`src/rtl/alu_pkg.sv`:
```
// alu_pkg: ALU control codes shared with the decoder, plus the execute-unit state encoding
package alu_pkg;
  localparam logic [2:0] ALU_ADD = 3'b000;
  localparam logic [2:0] ALU_SUB = 3'b001;
  localparam logic [2:0] ALU_AND = 3'b010;
  localparam logic [2:0] ALU_OR  = 3'b011;
  localparam logic [2:0] ALU_SLL = 3'b100;
  localparam logic [2:0] ALU_SLT = 3'b101;
  localparam logic [2:0] ALU_XOR = 3'b110;
  localparam logic [2:0] ALU_SRL = 3'b111;
  typedef enum logic [1:0] {IDLE = 2'b00, SHIFT = 2'b01, DONE = 2'b10} state_t;
endpackage

```
`src/rtl/alu_comb_core.sv`:
```
// alu_comb_core: combinational ADD/SUB/AND/OR/SLT/XOR evaluator; ports op, a, b in, y out (0 for shift codes)
module alu_comb_core import alu_pkg::*; #(
  parameter int WIDTH = 32
) (
  input  logic [2:0]       op,
  input  logic [WIDTH-1:0] a,
  input  logic [WIDTH-1:0] b,
  output logic [WIDTH-1:0] y
);
  always_comb begin
    y = op == ALU_ADD ? a + b :
        op == ALU_SUB ? a - b :
        op == ALU_AND ? a & b :
        op == ALU_OR  ? a | b :
        op == ALU_XOR ? a ^ b :
        op == ALU_SLT ? {{(WIDTH-1){1'b0}}, $signed(a) < $signed(b)} : '0;
  end
endmodule

```
`src/rtl/alu_exec_unit.sv`:
```
// alu_exec_unit: registered ALU with valid/ready handshake and bit-serial shifts; ports clk, reset, in_valid/in_ready, alu_control, src_a, src_b, out_valid/out_ready, result, zero, busy
module alu_exec_unit import alu_pkg::*; #(
  parameter int WIDTH = 32
) (
  input  logic             clk,
  input  logic             reset,
  input  logic             in_valid,
  output logic             in_ready,
  input  logic [2:0]       alu_control,
  input  logic [WIDTH-1:0] src_a,
  input  logic [WIDTH-1:0] src_b,
  output logic             out_valid,
  input  logic             out_ready,
  output logic [WIDTH-1:0] result,
  output logic             zero,
  output logic             busy
);
  localparam int SHW = $clog2(WIDTH);
  state_t state, next;
  logic [WIDTH-1:0] acc, core_y, shifted, load;
  logic [SHW-1:0] cnt, shamt;
  logic dir, accept, is_shift, last;
  alu_comb_core #(.WIDTH(WIDTH)) u_core (
    .op(alu_control),
    .a(src_a),
    .b(src_b),
    .y(core_y)
  );
  always_comb begin
    shamt = src_b[SHW-1:0];
    is_shift = alu_control == ALU_SLL || alu_control == ALU_SRL;
    accept = in_valid && in_ready;
    load = is_shift ? src_a : core_y;
    shifted = dir ? acc >> 1 : acc << 1;
    last = cnt == SHW'(1);
  end
  always_ff @(posedge clk or posedge reset) begin
    if (reset) state <= IDLE;
    else state <= next;
  end
  always_comb begin
    next = state == SHIFT ? (last ? DONE : SHIFT) :
           accept ? (is_shift && |shamt ? SHIFT : DONE) :
           state == DONE && !out_ready ? DONE : IDLE;
  end
  always_comb begin
    in_ready = state == IDLE || (state == DONE && out_ready);
    out_valid = state == DONE;
    busy = state == SHIFT;
  end
  // accept and SHIFT are exclusive because in_ready is low while shifting
  always_ff @(posedge clk or posedge reset) begin
    if (reset) begin
      acc <= '0;
      cnt <= '0;
      dir <= 1'b0;
      result <= '0;
      zero <= 1'b0;
    end else if (accept) begin
      acc <= src_a;
      cnt <= shamt;
      dir <= alu_control == ALU_SRL;
      if (!(is_shift && |shamt)) begin
        result <= load;
        zero <= ~|load;
      end
    end else if (state == SHIFT) begin
      acc <= shifted;
      cnt <= cnt - 1'b1;
      if (last) begin
        result <= shifted;
        zero <= ~|shifted;
      end
    end
  end
endmodule

```
`config.mk`:
```
export PLATFORM = sky130hd
export DESIGN_NAME = alu_exec_unit
export DESIGN_NICKNAME = d
export VERILOG_FILES = /design/src/rtl/alu_pkg.sv /design/src/rtl/alu_comb_core.sv /design/src/rtl/alu_exec_unit.sv
export SDC_FILE = /design/constraint.sdc
export NUM_CORES = 1
export LEC_CHECK = 0
export CAP_MARGIN = 25
export CORE_AREA = 2 2 138 140
export CTS_CLUSTER_DIAMETER = 50
export CTS_CLUSTER_SIZE = 14
export DETAILED_ROUTE_END_ITERATION = 6
export DIE_AREA = 0 0 140 142
export PLACE_DENSITY = 0.85
export SETUP_SLACK_MARGIN = 0.2
export SYNTH_ARGS = -nofsm -noshare
export SYNTH_HDL_FRONTEND = slang
export SYNTH_SLANG_ARGS = --single-unit
```
`constraint.sdc`:
```
create_clock -name clk -period 3.2 [get_ports clk]
set_input_delay 0.32 -clock clk [delete_from_list [all_inputs] [get_ports clk]]
set_output_delay 0.32 -clock clk [all_outputs]
set_load 0.01 [all_outputs]
```
Word level (Yosys, flattened, before mapping)
Index checks and enable logic that the tools add are counted.

word-level totals
  logic and storage cells = 66
  output and inout bits = 36
  input bits = 71
  flip-flop bits (word level) = 73

cells by class
  bitwise operators = 3
  equality and inequality tests = 11
  mux-type cells = 25
  $lt $le $gt $ge = 1
  add/subtract/negate cells = 3
  reductions and logical operators = 17

operators by type and width
  cell                 count
  $mux 32              13
  $reduce_or 32->1     2
  $add 32x32->32       1
  $and 32x32->32       1
  $lt 32x32->1         1
  $or 32x32->32        1
  $sub 32x32->32       1
  $xor 32x32->32       1
  $eq 3x3->1 const B   4
  $mux 2               5
  $mux 5               2
  $eq 3x2->1 const B   2
  $eq 5x1->1 const B   1
  $mux 1               5
  $reduce_or 5->1      1
  $sub 5x1->5 const B  1
  $logic_and 1x1->1    4
  $reduce_bool 2->1    2
  $eq 3x1->1 const B   1
  $logic_not 1->1      3
  $logic_not 3->1      1
  $reduce_and 3->1     1
  $eq 2x1->1 const B   1
  $eq 2x2->1 const B   1
  3 further kinds      4

Depth between registers and ports, before layout
  word-level depth = 12
  depth in mapped cells = 16
  gate-level depth less buffers = 16

By module
From an unflattened synthesis, not the netlist that was laid out.

second synthesis, totals
  cells, all modules = 1220
  area total of the unflattened synthesis = 9434.0 sq um

by module, submodules not included
  module         sequential area each (sq um)  area an instance (sq um)  cells an instance  times used
  alu_comb_core  0.0                           5317.6                    815                1
  alu_exec_unit  1826.8                        4116.4                    405                1

Least setup slack after synthesis
OpenSTA, ideal clock, no wires.

  kind = input to register
  start = input src_a[0]
  end = register zero
  data required time = 3118 ps
  library setup time = 82 ps
  arrival = 3592 ps
  path buffers = 0
  setup slack = -475 ps
  stages on the path = 16
  cells stage by stage = inv_1 > ha_1 > inv_1 > fa_1 > nor2b_1 > o31a_1 > nand3_1 > o311ai_0 > a2bb2oi_1 > or4_4 > nor4b_2 > nand4bb_1 > or4b_1 > nor4b_2 > nand4_1 > o22ai_1

on the way
  word-level cells in the longest chain between the ends = 12
  elaborated cells on any way between the ends = 17
  those cells by class = 2 x add/sub; 1 x order compare; 9 x mux; 3 x bitwise; 2 x reduce/logical

ends and longest elaborated chain
  element               line                 text
  from (decl)           alu_exec_unit.sv:10  input logic [WIDTH-1:0] src_a,
  $lt 32x32->1          alu_comb_core.sv:16  op == ALU_SLT ? {{(WIDTH-1){1'b0}}, $signed(a) < $signed(b)} : '0;
  $mux 1                alu_comb_core.sv:16
  $mux 32               alu_comb_core.sv:15  op == ALU_XOR ? a ^ b :
  $mux 32               alu_comb_core.sv:14  op == ALU_OR ? a | b :
  $mux 32               alu_comb_core.sv:13  op == ALU_AND ? a & b :
  $mux 32               alu_comb_core.sv:12  op == ALU_SUB ? a - b :
  $mux 32               alu_comb_core.sv:11  y = op == ALU_ADD ? a + b :
  $mux 32 *             alu_exec_unit.sv:33  load = is_shift ? src_a : core_y;
  $reduce_or 32->1 *    alu_exec_unit.sv:65  zero <= ~|load;
  $logic_not 1->1 *     alu_exec_unit.sv:65
  $mux 1 *              alu_exec_unit.sv:63  if (!(is_shift && |shamt)) begin
  $mux 1 *              alu_exec_unit.sv:59  end else if (accept) begin
  to (signal assigned)  alu_exec_unit.sv:65
  to (signal assigned)  alu_exec_unit.sv:72  zero <= ~|shifted;
  to (decl)             alu_exec_unit.sv:15  output logic zero,

Mark *: on every way between the ends. The rest lies on a longest branch, timed or not. The select of a mux whose other input is x is not followed.
A chain may end at the register's enable or synchronous reset.

Worst setup path after layout
  start = input src_a[6]
  end = register zero

The elaborated chain is that of the path after synthesis.

==> flow_summary_export.csv <==
group,metric,value,unit
setup_path,critPathCaptureType,"flop",
clock_tree,numCtsBuffers,9,
route,postRouteAntennaNets,0,
clock_tree,cts.sinks,73,
power,power_frac_seq,21.9,%
power,p_leak,0.00713,µW
clock_tree,clock_latency,0.35,ns
placed_design,dp_hpwl,33300,µm
route,wirelength,52100,µm
sta,relSlewSlack,26.4,%
route,vias,14100,
floorplan,die_height,142,µm
synthesis,yosysSeqAreaShare,19.1,%
synthesis,ys_top_cells_by_area,"dfrtp_1 19%, ha_1 13%, a21oi_1 7.2%, nor2_1 5.5%, nand2_1 5.4%",
floorplan,initial_core_util,51.8,%
clock_tree,cts_tree,"built",
clock_tree,cts_hold_buf,0,
sta,max_freq,249,MHz
setup_path,crit_chain,"buf_6 -> buf_8 -> inv_12 -> ha_4 -> buf_8 -> a21oi_4 -> buf_6 -> buf_6 -> a211oi_4 -> buf_6 -> nand3_4 -> buf_6 -> a311oi_2 -> buf_4 -> buf_6 -> buf_6 -> nor2_4 -> o21ai_2 -> o22ai_1 -> o211a_1 -> nor3_1 -> nand4_1 -> o22ai_1",
power,pwr-share-comb,64.4,%
global_route,grt_antenna_before_repair,2,
setup_path,path_buf_inv,11,
sta,min_period,4.02,ns
route,vias_per_cell,6.91,
setup_path,r2r-start,"state[1]",
setup_path,arrival,4.29,ns
floorplan,io_pins,107,
route,drtIter0Drc,2064,
outcome,violations,"design-rule violations, negative setup slack",
placed_design,gp_congestion,1.06,
outcome,status,"finished with violations",
sta,setup_ws,-0.822,ns
run,maxCapViolations,0,
worst_hold_path,hp-class,"input port to flop",
synthesis,synth_nets,1496,
worst_hold_path,hold_end,"acc[2]",
synthesis,synth_edf_count,0,
synthesis,synthDistinctLibCells,87,
clock_tree,h-tree-depth,3,
sta,finalCritPeriodShare,126,%
route,wire_per_inst,25.5,µm
synthesis,ys.flop_type,"dfrtp_1",
sta,rsz0062_at_grt,"yes",
setup_path,r2r-end,"zero",
power,clock_power_share,13.7,%
placed_design,port_buffers,106,
sta,skew,0.00803,ns
floorplan,rows,50,
global_route,grt_pass1_wl,72900,µm
setup_path,cpLargestDelayFamily,"buffers and inverters",
power,vdd_drop_max,367,µV
global_route,grt_max_degree,80,
sta,finalSetupTns,-1.33,ns
setup_path,cpPeakStageDelay,0.84,ns
layout,diodes,0,
sta,setup_violations,5,
setup_path,required,3.47,ns
power,power_density,518,nW/µm²
setup_path,rrSetupSlack,-0.20,ns
synthesis,synth_area,9560,µm²
synthesis,synth_top_area_cell,"dfrtp_1",
synthesis,yosysWarnings,0,
synthesis,synth_common_cells,"139 x nor2_1, 138 x a21oi_1, 138 x nand2_1, 107 x inv_1, 98 x ha_1",
route,post-route-drc-count,10,
setup_path,cp-start-kind,"input port",
route,first_pass_iters,7,
global_route,overflow,0,
layout,area_growth,67.4,%
power,intPower,4320,µW
global_route,grt_pass1_vias,13300,
worst_hold_path,worstHoldStart,"src_a[2]",
clock_tree,cts-root-buf,"clkbuf_16",
setup_path,ff2ff_path_depth,8,
synthesis,synth_top_area_share,19.1,%
synthesis,ys_ff_latch,73,
sta,finalHoldViolations,0,
sta,slew_violations,0,
setup_path,critPathKind,"input port to flop",
setup_path,crit_top_cell,"buf_6",
sta,worstMarginPinSlew,1.09,ns
global_route,grtUsageTotal,47.0,%
layout,drive_gt1_share,43.6,%
synthesis,synthArstFlopShare,100,%
synthesis,synth_cells,1325,
floorplan,die-area,19900,µm²
synthesis,syn_avg_cell_area,7.21,µm²
layout,finalNetCount,1974,
clock_tree,path_clk_slew,0.07,ns
clock_tree,ctsLongestPathBuffers,2,
floorplan,die_w,140,µm
power,p_sw,3970,µW
layout,utilization,86.7,%
synthesis,yosysMostFrequentCell,"nor2_1",
setup_path,cp_max_fo,7,
layout,fillers,940,
power,sw_frac_of_total,47.9,%
setup_path,critPathSlowestCell,"nor3_1",
worst_hold_path,hold_depth,4,
floorplan,core,18500,µm²
[layout by cell type, fill, tap and decap left out, types with 11 or more instances in the layout]
| cell type | instances |
|---|---|
| nand3_1 | 20 |
| a21o_1 | 13 |
| o21ai_0 | 51 |
| a31oi_1 | 12 |
| nor3_1 | 28 |
| nand2b_1 | 15 |
| ha_4 | 33 |
| o21ai_1 | 15 |
| inv_2 | 44 |
| mux2i_1 | 39 |
| buf_2 | 17 |
| o211ai_1 | 18 |
| nor2_1 | 126 |
| nand4_1 | 19 |
| dlygate4sd2_1 | 19 |
| a21oi_2 | 32 |
| inv_1 | 49 |
| buf_4 | 403 |
| nor2_2 | 11 |
| nand2_1 | 130 |
| ha_2 | 11 |
| ha_1 | 54 |
| buf_6 | 48 |
| xnor2_1 | 11 |
| a211oi_1 | 12 |
| a21oi_1 | 103 |
| o221ai_1 | 27 |
| o22ai_1 | 17 |
| dfrtp_1 | 73 |
| clkdlybuf4s50_1 | 55 |
[flip-flops by register name (all words and copies together), names as in the netlist]
name    count
acc        32
result     32
cnt         5
state       2
dir         1
zero        1
[stage by stage]
stage	instances	instance area (µm²)	total power [µW]	hold slack, ns	setup WS, ns
6_report	2042	16000	8290	0.354	-0.822
5_1_grt	2042	16000	8530	0.368	-0.885
4_1_cts	2010	15100	7470	0.361	-0.425
3_5_place_dp	1952	13500	5890	0.468	-1.12
3_3_place_gp	1952	13500	5720	0.462	-1.10
2_1_floorplan	1325	9660	3950	0.437	-0.284
[power groups by stage]
stage | clock network, µW | registers (µW) | logic, µW
final | 1140 | 1820 | 5330
after global routing | 1150 | 1830 | 5540
after CTS | 1120 | 1750 | 4600
after detailed placement | 0 | 1740 | 4150
after global placement | 0 | 1710 | 4010
after floorplan | 0 | 1730 | 2210
[timing repair]
action / 4_1_cts / 5_1_grt
pin swaps: 109 / 86
cloned: 1 / 0
resized for setup: 386 / 176
setup endpoints to repair: 23 / 20
setup buffers: 41 / 31
[cell type report]
| class | instances | area, µm² | share of cell area [%] |
|---|---|---|---|
| Clock buffer | 9 | 225 | 1.41 |
| Multi-Input combinational cell | 1054 | 8520 | 53.2 |
| Inverter | 110 | 482 | 3.01 |
| Timing Repair Buffer | 555 | 4560 | 28.5 |
| Sequential cell | 73 | 1830 | 11.4 |
| Tap cell | 234 | 293 | 1.83 |
| Clock inverter | 7 | 104 | 0.649 |
[logic make-up (layout without fill, tap and decap cells)]
kind of cell,Yosys count,count (layout),share of synthesized area (%)
flip-flops,73,73,19.1
XOR/XNOR,17,17,1.56
buffers and inverters,198,681,8.04
adder cells (fa/ha/maj),100,100,13.2
multiplexers,44,44,4.91
AND/OR/NAND/NOR,437,437,21.3
AO/OA/AOI/OAI,456,456,31.8
[worst max-delay path by stage]
| stage | depth (start not counted) | slack (ns) | endpoint | startpoint |
|---|---|---|---|---|
| after floorplan | 15 | -0.28 | zero | src_a[6] |
| after global placement | 17 | -1.10 | zero | src_a[19] |
| after detailed placement | 16 | -1.12 | zero | src_a[6] |
| after CTS | 15 | -0.42 | zero | src_a[0] |
| after global routing | 23 | -0.88 | zero | src_a[6] |
| final | 23 | -0.82 | zero | src_a[6] |
[worst register-to-register path: stages (launching register included)]
cell and delay (ns):
dfrtp_1 0.40, a21o_1 0.30, inv_1 0.14, nand2_2 0.12, buf_4 0.66, nand2_1 0.24
nor3_1 0.94, a31oi_1 0.31, o22ai_1 0.20
[per-layer routing]
layer / part of all wire, % / GRT usage [%] / vias up
met2: 42 / 74.3 / 1356
met1: 34 / 55.4 / 6464
met3: 15 / 15.4 / 489
li1: - / - / 5799
met5: 0.052 / 0 / -
met4: 9.2 / 29.7 / 4
No activity file was read; power rests on OpenSTA's default activity.
